<file path="src/rtl/request_unit.sv">
// Sequences instruction fetch and data requests for a single-issue core, with sticky halt/error flags and saturating perf counters.
// Latency: non-memory instruction retires (pcEn) in the ihit cycle; memory instruction retires in the dhit cycle.
// Backpressure: ihit/dhit act as ready; the unit holds state and enables until the selected cache responds.
module request_unit #(
    parameter int CNT_W = 16
) (
    input  logic             CLK,
    input  logic             RST,
    input  logic             memRead,
    input  logic             memWrite,
    input  logic             halt,
    input  logic             ihit,
    input  logic             dhit,
    output logic             imemREN,
    output logic             dmemREN,
    output logic             dmemWEN,
    output logic             pcEn,
    output logic             halted,
    output logic             memErr,
    output logic [CNT_W-1:0] dreqCount,
    output logic [CNT_W-1:0] stallCount
);

    typedef enum logic [1:0] {
        FETCH = 2'd0,
        DATA  = 2'd1,
        HALT  = 2'd2
    } state_t;

    state_t state, state_nxt;
    logic   latch_req;
    logic   dreq_inc;
    logic   stall_inc;

    always_comb begin
        state_nxt = state;
        pcEn      = 1'b0;
        latch_req = 1'b0;
        dreq_inc  = 1'b0;
        case (state)
            FETCH: begin
                if (ihit) begin
                    if (halt) begin
                        state_nxt = HALT;
                    end else if (memRead || memWrite) begin
                        state_nxt = DATA;
                        latch_req = 1'b1;
                    end else begin
                        pcEn = 1'b1;
                    end
                end
            end
            DATA: begin
                if (dhit) begin
                    state_nxt = FETCH;
                    pcEn      = 1'b1;
                    dreq_inc  = 1'b1;
                end
            end
            HALT: begin
                state_nxt = HALT;
            end
            default: begin
                state_nxt = FETCH;
            end
        endcase
        // Reset wins over any response arriving in the same cycle: nothing retires.
        if (RST) begin
            pcEn = 1'b0;
        end
        stall_inc = (state == FETCH || state == DATA) && !pcEn;
    end

    assign imemREN = (state == FETCH);
    assign halted  = (state == HALT);

    always_ff @(posedge CLK) begin
        if (RST) begin
            state      <= FETCH;
            dmemREN    <= 1'b0;
            dmemWEN    <= 1'b0;
            memErr     <= 1'b0;
            dreqCount  <= '0;
            stallCount <= '0;
        end else begin
            state <= state_nxt;
            // A conflicting read+write request is issued as a write and flagged.
            if (latch_req) begin
                dmemWEN <= memWrite;
                dmemREN <= memRead && !memWrite;
                if (memRead && memWrite) begin
                    memErr <= 1'b1;
                end
            end else if (state != DATA || dhit) begin
                dmemREN <= 1'b0;
                dmemWEN <= 1'b0;
            end
            if (dreq_inc && dreqCount != {CNT_W{1'b1}}) begin
                dreqCount <= dreqCount + CNT_W'(1);
            end
            if (stall_inc && stallCount != {CNT_W{1'b1}}) begin
                stallCount <= stallCount + CNT_W'(1);
            end
        end
    end

endmodule

</file>
<file path="config.mk">
export PLATFORM = sky130hd
export DESIGN_NAME = request_unit
export DESIGN_NICKNAME = d
export VERILOG_FILES = /design/src/rtl/request_unit.sv
export SDC_FILE = /design/constraint.sdc
export NUM_CORES = 1
export LEC_CHECK = 0
export ABC_AREA = 1
export BUFFER_PORTS_ARGS = -buffer_cell sky130_fd_sc_hd__buf_4
export CAP_MARGIN = 20
export CORE_AREA = 2 2 72 74
export CTS_CLUSTER_SIZE = 24
export DETAILED_ROUTE_END_ITERATION = 16
export DIE_AREA = 0 0 74 76
export PLACE_DENSITY_LB_ADDON = 0.05
export SLEW_MARGIN = 0
export SYNTH_ARGS = -nofsm -noshare
export SYNTH_HDL_FRONTEND = slang
export SYNTH_SLANG_ARGS = --single-unit
</file>
<file path="constraint.sdc">
create_clock -name CLK -period 2 [get_ports CLK]
set_input_delay 0.3 -clock CLK [delete_from_list [all_inputs] [get_ports CLK]]
set_output_delay 0.3 -clock CLK [all_outputs]
set_load 0.02 [all_outputs]
</file>
; Word level (Yosys, flattened, before mapping)
; Cells that the tools add are included.
[word_totals]
reg_bits = 37
latch_bits = 0
ramBits = 0
mem_bits_ro = 0
word_cells = 49
memories = 0
[classes]
n_addsub = 2
mul = 0
n_div = 0
magnitude_cmp = 0
n_eq_ne = 8
shifts = 0
n_mux = 19
bitwise = 0
n_reduce_logical = 14
[ops]
columns = op, count
row1 = $add A16 B1 Y16 const B, 2
row2 = $ne A16 B16 Y1 const B, 2
row3 = $mux W1, 13
row4 = $mux W2, 4
row5 = $pmux W2 S3, 1
row6 = $logic_and A1 B1 Y1, 5
row7 = $ne A2 B2 Y1 const B, 2
row8 = $logic_or A1 B1 Y1, 3
row9 = $ne A3 B2 Y1 const B, 1
row10 = $reduce_and A3 Y1, 1
row11 = $eq A2 B1 Y1 const B, 1
row12 = $eq A2 B2 Y1 const B, 1
row13 = $logic_not A1 Y1, 2
row14 = $logic_not A2 Y1, 1
row15 = $ne A2 B1 Y1 const B, 1
row16 = $pmux W1 S2, 1
row17 = $reduce_and A2 Y1, 1
row18 = $reduce_bool A2 Y1, 1

; Logic depth before layout (Yosys ltp)
; Gate-level depths: netlist of the first run.
[logic_depth]
word_depth = 9
mapped_depth = 10
mapped_depth_nobuf = 9

; Least setup slack after synthesis of the first run
; Ideal clock, no wire load.
[synth_timing]
path_kind = reg2reg
start = register dreqCount[0]
end = register dreqCount[12]
t_arrival_ps = 1532
required_time_ps = 1885
slack_ps = 353
path_stages_with_launch = 10
cell_sequence = dfxtp_1 > ha_1 > nand2_1 > nor2_1 > nand2_1 > nor2_1 > nor2_1 > buf_2 > a21oi_1 > nor2_1
[synth_via]
elab_chain_len = 2
elab_cells_between_ends = 3
classes_between = add/sub (1) / eq/ne (1) / reduce/logical (1)
[synth_rtl]
columns = item, line_no
row1 = start: declaration, 20  ; output logic [CNT_W-1:0] dreqCount,
row2 = start signal: assignment, 99  ; dreqCount <= dreqCount + CNT_W'(1);
row3 = "parallel branches: the longest is 2 deep, another holds $add A16 B1 Y16", --
; Parallel ways; which one is timed is not known.
; A chain may end at the register's enable or synchronous reset.

; Worst setup path after layout of the first run
[layout_timing]
start = register dreqCount[0]
end = register dreqCount[8]
; The elaborated chain is that of the path after synthesis.

==> out/results.ini, run 1 <==
[status]
status=complete, no violations

[routing]
firstDrtPassIters=4
routedWlPerCell_um=11.6
vias=2217
routed_via_density=4.93
finalWirelength_mm=5.22
ant_nets=0
route.detailed.drc=0
initialDrtViolationCount=82

[hold_path]
min_from=memWrite
whs_path_depth=3
hp-class=in -> reg

[run]
drv_cap=0

[global_routing]
grt_pass1_wl_mm=9.17
grt_pass1_vias=2158
antenna_found_initial=0
grt_max_degree=27
overflow=0
grtUsageTotal=0.203

[synth]
avgSynthCellArea_um2=6.65
yosys_warnings=0
postSynthCellCount=321
synth_seq_cells=37
seq_area_frac_synth=0.347
netlist_area_um2=2140
syn_nets=330
synth.distinct_cells=31

[timing]
clock_skew_ps=4.40
period_needed_ps=1830
slew_violations=0
rsz0062_at_grt=false
setup_viol=0
relSlewSlack=0.537
setup_tns_ps=0
period_share=0.916
worst_pin_slew_ps=692
hold_violations=0
fmax_mhz=546

[clocking]
htree_levels=2
cts_setup_buffers=0
clock-sinks=37
cts_max_path_buffers=2
clkSlewWorstSetupHoldPaths_ps=80
ctsHoldBuffers=0
insertion_delay_ps=290
cts_resized=0
cts_made_buffers=5
cts_tree=yes
cts_root_buf=clkbuf_8

[placement]
dp_hpwl_mm=3.88
routabilityCongestion=0.833
io_buffers=44

[cells_and_area]
drive_gt1_frac=0.232
fin_nets=388
syn2layout_area_growth_pct=27.2
diodes=0
finish.utilization=0.553
fill_cells=492

[setup_path]
start_kind=flop
cp_max_fo=11
worstPathRequired_ps=2230
crit_arrival_ps=2060
worst_setup_path_end_kind=flop
ff2ff_path_depth=9
crit_start=dreqCount[0]
path_class=reg -> reg
r2r-start=dreqCount[0]

[floorplan]
core_um2=4910
dieArea_um2=5620
num_io_pins=45
die_x_um=74
row_count=26
die_h_um=76
start_util=0.435

[pwr]
powerDensity_nw_per_um2=543
p_leak_nw=1.14
peakVddDrop_uv=328

[stage by stage]
stage	setup WS [ps]	area (µm²)	hold WS, ps	std cells	power [mW]
after floorplan	353	2140	443	321	0.900
after global placement	-83.6	2620	456	441	0.961
after detailed placement	182	2630	459	442	0.964
after CTS	160	2720	285	450	1.50
after global routing	5.46	2720	302	450	1.56
final	167	2720	295	450	1.48
[cell usage in the layout, fill, tap and decap left out, types with 6 or more instances in the layout]
cell type / netlist / layout
a21oi_1: 25 / 25
a21oi_2: 7 / 7
buf_4: 1 / 60
dfxtp_1: 37 / 37
inv_1: 27 / 27
nand2_1: 96 / 96
nand3_1: 18 / 18
nand3b_1: 6 / 6
nand4_1: 14 / 14
nor2_1: 43 / 43
xor2_1: 7 / 7
[final timing paths]
kind,endpoint,slack [ps]
worst max-delay path,dreqCount[8],170
worst min-delay path,dmemWEN,300
worst max register to register,dreqCount[8],170
worst min register to register,dmemREN,470
[cell type report]
type                    count  area (µm²)  share of cell area
multi-input cells         246        1240               0.455
inverters                  28         105              0.0387
well taps                  70        87.6              0.0322
clock buffers               5        68.8              0.0253
flip-flops and latches     37         741               0.273
repair buffers             61         462               0.170
clock inverters             3        17.5             0.00645
[cell families after synthesis]
kind of cell	count (synthesis)	synth area share
buffers and inverters	38	0.0744
AND/OR/NAND/NOR	192	0.407
AO/OA/AOI/OAI	41	0.115
flip-flops	37	0.347
adder cells (fa/ha/maj)	2	0.0117
XOR/XNOR	11	0.0451
[power breakdown]
| part | internal, mW | switching, mW |
|---|---|---|
| clock | 0.241 | 0.289 |
| combinational | 0.0684 | 0.110 |
| sequential | 0.752 | 0.0166 |
[critical path, cell delays in order (launching register included)]
cell,delay (ps)
dfxtp_1,320
ha_1,210
nand2_1,80
nor2_1,50
nand2_1,80
nor2_1,50
nor2_1,530
buf_6,230
o21ai_0,90
a21oi_1,130
[state kept, by name, summed over array words and instances, names as in the netlist]
| name | flops |
|---|---|
| dmemREN | 1 |
| dmemWEN | 1 |
| dreqCount | 16 |
| memErr | 1 |
| stallCount | 16 |
| state | 2 |
[synth_stat cells]
master | number | area, µm²
a21oi_1 | 25 | 125
a21oi_2 | 7 | 61.3
a221oi_1 | 1 | 8.76
a31oi_1 | 1 | 6.26
buf_2 | 4 | 20.0
buf_4 | 1 | 7.51
buf_6 | 1 | 11.3
clkbuf_1 | 4 | 15.0
dfxtp_1 | 37 | 741
ha_1 | 2 | 25.0
inv_1 | 27 | 101
inv_2 | 1 | 3.75
nand2_1 | 96 | 360
nand2_2 | 1 | 6.26
nand3_1 | 18 | 90.1
nand3_2 | 2 | 20.0
nand3b_1 | 6 | 45.0
nand4_1 | 14 | 87.6
nand4_4 | 1 | 21.3
nor2_1 | 43 | 161
nor2_2 | 2 | 12.5
nor2_4 | 2 | 22.5
nor3_1 | 4 | 20.0
nor3_2 | 1 | 10.0
nor4_1 | 1 | 6.26
o21ai_0 | 5 | 25.0
o21bai_1 | 1 | 7.51
o21bai_2 | 1 | 11.3
or2_2 | 1 | 6.26
xnor2_1 | 4 | 35.0
xor2_1 | 7 | 61.3
[metal layers]
layer / up-vias / share of wire / GRT usage / wire length, µm
met3: 11 / 0.028 / 0.0304 / 144
met1: 1014 / 0.44 / 0.239 / 2310
met2: 33 / 0.51 / 0.354 / 2660
li1: 1159 / - / - / -
met5: - / 0 / 0 / 0
met4: 0 / 0.020 / 0.0891 / 106
(Power assumes the default switching activity.)
==> run 2, diff against run 1 <==
==> constraint.sdc (replaced) <==
create_clock -name CLK -period 2.1 [get_ports CLK]
set_input_delay 0.315 -clock CLK [delete_from_list [all_inputs] [get_ports CLK]]
set_output_delay 0.315 -clock CLK [all_outputs]
set_load 0.02 [all_outputs]
==> run 2 against run 1 <==
Against the previous run: core utilization shrank 1.2 points; clock power shrank 8.3%; routed wire length shrank 3.0%; cell count shrank 2.0%; clock skew grew 5.0 ps; critical path depth shrank 3; critical endpoint is now pcEn.
==> out/results.ini, run 2 (synthesis gave the netlist of run 1 again) <==
[floorplan]
num_io_pins=45  ; unchanged
die_x_um=74  ; unchanged
row_count=26  ; unchanged
die_h_um=76  ; unchanged
dieArea_um2=5620  ; unchanged
start_util=0.435  ; unchanged
core_um2=4910  ; unchanged

[run]
drv_cap=0  ; unchanged

[routing]
finalWirelength_mm=5.07  ; -3.0%
drt-met1-wl_mm=2.23  ; -3.5%
firstDrtPassIters=5  ; +1
met2WireLength_mm=2.64  ; -1.1%
initialDrtViolationCount=63  ; -23%
routedWlPerCell_um=11.5  ; -1.0%
highest_layer=met4
vias=2190  ; -1.2%
ant_nets=0  ; unchanged
routed_via_density=4.97  ; +0.80%
route.detailed.drc=0  ; unchanged
met3_length_um=137  ; -4.9%

[setup_path]
start_kind=flop
crit_arrival_ps=1470  ; -590 ps
worstPathRequired_ps=1780  ; -450 ps
cp_max_fo=7  ; -4
worst_setup_path_end_kind=primary output
path_class=reg -> out

[clocking]
htree_levels=2  ; unchanged
cts_made_buffers=5  ; unchanged
cts_root_buf=clkbuf_8
ctsHoldBuffers=0  ; unchanged
clkSlewWorstSetupHoldPaths_ps=80  ; about the same
cts_setup_buffers=0  ; unchanged
cts_tree=yes
clock-sinks=37  ; unchanged
cts_max_path_buffers=2  ; unchanged
insertion_delay_ps=300  ; about the same

[global_routing]
grt_pass1_wl_mm=8.84  ; -3.6%
grtUsageTotal=0.195  ; -0.00808
grt_max_degree=28  ; +3.7%
overflow=0  ; unchanged
grt_pass1_vias=2079  ; -3.7%
antenna_found_initial=0  ; unchanged

[cells_and_area]
layout_common_cells=nand2_1, buf_4, nor2_1
design_area_um2=2660  ; -2.3%
finish.utilization=0.541  ; -0.0125
finalNonFillerCells=441  ; -2.0%
reg_top3=dreqCount x16, stallCount x16, state x2
diodes=0  ; unchanged
fill_cells=517  ; +5.1%
syn2layout_area_growth_pct=24.4
layout_commonest_cell=nand2_1
drive_gt1_frac=0.213  ; -0.0186
fin_nets=379  ; -2.3%

[timing]
rsz0062_at_grt=false
setup_viol=0  ; unchanged
clock_skew_ps=9.39  ; +4.99 ps
holdWs_ps=312  ; +16.8 ps
slew_violations=0  ; unchanged
hold_violations=0  ; unchanged
period_needed_ps=1790
relSlewSlack=0.581  ; +0.0443
period_share=0.852
fmax_mhz=559
worst_pin_slew_ps=622  ; -69.7 ps

[pwr]
total_power_mw=1.39  ; -6.1%
p_leak_nw=1.10  ; -3.9%
powerDensity_nw_per_um2=521  ; -4.0%
peakVddDrop_uv=294  ; -10%

[placement]
dp_hpwl_mm=3.77  ; -3.0%
io_buffers=44  ; unchanged
routabilityCongestion=0.808  ; -3.0%
placedCellCount=433  ; -2.0%
place_area_um2=2560  ; -2.6%

[hold_path]
hp-class=in -> reg

[status]
status=complete, no violations

==> run 2: cell types whose count changed in the layout (fill, tap and decap cells not counted), sizes merged <==
| cell | delta |
|---|---|
| buf | -9 |
| clkbuf | +1 |
| clkinvlp | -1 |
==> run 2: worst max-delay path, cell delays in order, from the launching register on <==
cell     delay (ps)
dfxtp_1         350
nor2_1          210
nand4_1         120
nand2_1          90
nand2_1         180
inv_1           100
buf_4           140
==> run 2: per-layer routing <==
layer  vias to the layer above  global-route usage
met4                         0              0.0600
met3                         7              0.0357
met5                         -                   0
met1                      1006               0.225
li1                       1143                   -
met2                        34               0.353
==> run 2: path summary, 6_finish.rpt <==
path | slack, ps | depth (start not counted) | endpoint | startpoint
max | 310 | 6 | pcEn | state[0]
min | 310 | 3 | dmemWEN | memWrite
max reg2reg | 380 | 10 | dreqCount[11] | dreqCount[0]
min reg2reg | 470 | 2 | dmemREN | dmemREN
==> run 2: cell type report <==
| class | instances | area [µm²] | share of cell area |
|---|---|---|---|
| Clock buffer | 6 | 72.6 | 0.0273 |
| Clock inverter | 2 | 10.0 | 0.00377 |
| Inverter | 28 | 105 | 0.0396 |
| Multi-Input combinational cell | 246 | 1250 | 0.469 |
| Sequential cell | 37 | 741 | 0.279 |
| Tap cell | 70 | 87.6 | 0.0330 |
| Timing Repair Buffer | 52 | 394 | 0.148 |
==> run 2: per-stage QoR <==
stage / setup WS (ps) / setup TNS, ps
global placement: -65.1 / -132
finish: 311 / 0
CTS: 173 / 0
floorplan: 453 / 0
global route: 183 / 0
detailed placement: 199 / 0
==> run 2: repair_timing <==
item / CTS / global route
hold endpoints to repair: 0 / 0
endpoints found under the setup margin: 0 / 2
resized for setup: 0 / 2
==> run 2: report_power, final <==
group | switching [mW] | internal (mW) | leakage (nW) | total, mW
logic | 0.103 | 0.0633 | 0.754 | 0.167
registers | 0.0160 | 0.716 | 0.299 | 0.732
clock network | 0.256 | 0.230 | 0.0450 | 0.486
total | 0.376 | 1.01 | 1.10 | 1.39
==> run 3, diff against run 2 <==
--- a/config.mk
+++ b/config.mk
@@ -8,12 +8,12 @@
 export ABC_AREA = 1
 export BUFFER_PORTS_ARGS = -buffer_cell sky130_fd_sc_hd__buf_4
 export CAP_MARGIN = 20
-export CORE_AREA = 2 2 72 74
+export CORE_AREA = 2 2 82 84
 export CTS_CLUSTER_SIZE = 24
 export DETAILED_ROUTE_END_ITERATION = 16
-export DIE_AREA = 0 0 74 76
-export PLACE_DENSITY_LB_ADDON = 0.05
-export SLEW_MARGIN = 0
+export DIE_AREA = 0 0 84 86
+export PLACE_DENSITY_LB_ADDON = 0.2
+export SLEW_MARGIN = 10
 export SYNTH_ARGS = -nofsm -noshare
 export SYNTH_HDL_FRONTEND = slang
 export SYNTH_SLANG_ARGS = --single-unit
==> run 3 against run 2 <==
Against the previous run: sequential share of layout area increased by 0.17 points; combinational power about the same; worst hold slack got worse by 8.3 ps; first-iteration DRC count increased by 48%; cell area decreased by 0.61%; total power increased by 1.6%; clock power increased by 4.7%; via count decreased by 1.9%; sequential power about the same; routed wire length increased by 0.69%; die area increased by 28%; register-to-register slack got worse by 50 ps.
==> out/results.ini, run 3 (synthesis gave the netlist of run 1 again) <==
[pwr]
powerDensity_nw_per_um2=533  ; +2.2%
peakVddDrop_uv=232  ; -21%
pwr-share-comb=0.117  ; -0.003
netSwitchingFraction=0.261  ; -0.00969
p_sw_mw=0.368  ; -2.1%
clkPwrFrac=0.362  ; +0.011
sequentialPowerShare=0.521  ; -0.008
p_leak_nw=1.08  ; -1.7%
total_power_mw=1.41  ; +1.6%
internal_power_mw=1.04  ; +2.9%

[floorplan]
core_um2=6280  ; +28%
dieArea_um2=7220  ; +28%
die_x_um=84  ; +14%
die_h_um=86  ; +13%
start_util=0.340  ; -0.0946
row_count=29  ; +12%
num_io_pins=45  ; unchanged

[global_routing]
grt_pass1_vias=1964  ; -5.5%
overflow=0  ; unchanged
grtUsageTotal=0.143  ; -0.0518
grt_max_degree=28  ; unchanged
grt_pass1_wl_mm=8.57  ; -3.0%
antenna_found_initial=0  ; unchanged

[timing]
relSlewSlack=0.612  ; +0.0306
worst_pin_slew_ps=577  ; -45.5 ps
hold_violations=0  ; unchanged
period_share=0.867  ; +0.0147
period_needed_ps=1820  ; +30.8 ps
fmax_mhz=549  ; -1.7%
rsz0062_at_grt=false
slew_violations=0  ; unchanged
worst_slack_ps=280  ; -30.8 ps
setup_tns_ps=0  ; unchanged
holdWs_ps=304  ; -8.30 ps
clock_skew_ps=5.57  ; -3.82 ps
setup_viol=0  ; unchanged

[setup_path]
crit_chain=nand3_1 -> nand2_1 -> nand2_1 -> inv_1 -> buf_4
worstPathRequired_ps=1780  ; about the same
worst_setup_path_end_kind=primary output
critPathMaxStageDelay_ps=440  ; +90 ps
critPathMostFrequentCell=nand2_1
cp_max_fo=7  ; unchanged
critPathBufInv=2  ; unchanged
critPathTopFamily=simple AND/OR/NAND/NOR gates
start_kind=flop
cp_slowest_cell=dfxtp_1
path_class=reg -> out
crit_arrival_ps=1510  ; +40 ps

[clocking]
cts_root_buf=clkbuf_8
cts_tree=yes
htree_levels=2  ; unchanged
insertion_delay_ps=290  ; about the same
cts_made_buffers=5  ; unchanged
clkSlewWorstSetupHoldPaths_ps=70  ; about the same
cts_max_path_buffers=2  ; unchanged
clock-sinks=37  ; unchanged

[placement]
dp_hpwl_mm=3.79  ; +0.52%
placedCellCount=437  ; +0.92%
pre_cts_ws_ps=-169  ; -368 ps
routabilityCongestion=0.786  ; -2.6%
place_area_um2=2550  ; -0.68%
io_buffers=44  ; unchanged

[routing]
vias=2149  ; -1.9%
routedWlPerCell_um=11.5  ; about the same
finalWirelength_mm=5.10  ; +0.69%
ant_nets=0  ; unchanged
initialDrtViolationCount=93  ; +48%
route.detailed.drc=0  ; unchanged
routed_via_density=4.84  ; -2.5%
firstDrtPassIters=4  ; -1

[cells_and_area]
layout_commonest_cell=nand2_1
drive_gt1_frac=0.204  ; -0.00858
layout_common_cells=nand2_1, buf_4, nor2_1
design_area_um2=2640  ; -0.61%
fin_nets=376  ; -0.79%
finish.utilization=0.421  ; -0.120
diodes=0  ; unchanged
syn2layout_area_growth_pct=23.6
finalNonFillerCells=444  ; +0.68%
reg_top3=dreqCount x16, stallCount x16, state x2

[hold_path]
hp-class=in -> reg

[run]
drv_cap=0  ; unchanged

[status]
status=complete, no violations

[run 3: cell types whose count changed in the layout (fill, tap and decap cells not counted), sizes merged]
cell    previous run  this run
clkinv             2         0
clkbuf             6         7
buf               52        49
[run 3: metal layers]
metal	vias up	routed length, µm	global-route usage
met5	-	0	0
met4	0	53	0.0455
met3	7	212	0.0327
met2	38	2480	0.260
met1	973	2350	0.167
li1	1131	-	-
[run 3: worst paths after layout]
path                                    from      endpoint  slack (ps)  depth (start not counted)
worst max-delay path                state[0]          pcEn         280                          5
worst min-delay path                 memRead        memErr         300                          3
worst max register to register  dreqCount[0]  dreqCount[9]         330                          7
worst min register to register       dmemWEN       dmemWEN         460                          2
[run 3: power groups by stage]
stage,registers [mW],clock network (mW),logic (mW)
final,0.733,0.509,0.164
after global routing,0.735,0.555,0.182
after CTS,0.733,0.530,0.167
after detailed placement,0.750,0,0.167
after global placement,0.749,0,0.165
after floorplan,0.762,0,0.0955
[run 3: final cells by class]
cell class / instances / area (µm²)
inverters: 28 / 105
well taps: 77 / 96.3
fillers: 664 / 3640
flip-flops and latches: 37 / 741
multi-input cells: 246 / 1240
clock buffers: 7 / 86.3
repair buffers: 49 / 368
[run 3: worst reg2reg max path, cell delays in order, from the launching register on]
cell and delay [ps]:
dfxtp_1 390, ha_1 200, nand2_1 80, nor2_1 200, nand2_1 140, o21bai_2 420, nand2_1 100, a21oi_1 160
[run 3: what timing repair did]
item | in CTS | in global routing
gates resized for setup | 1 | 1
setup buffers | 0 | 0
hold buffers | 0 | 0
setup endpoints to repair | 15 | 2
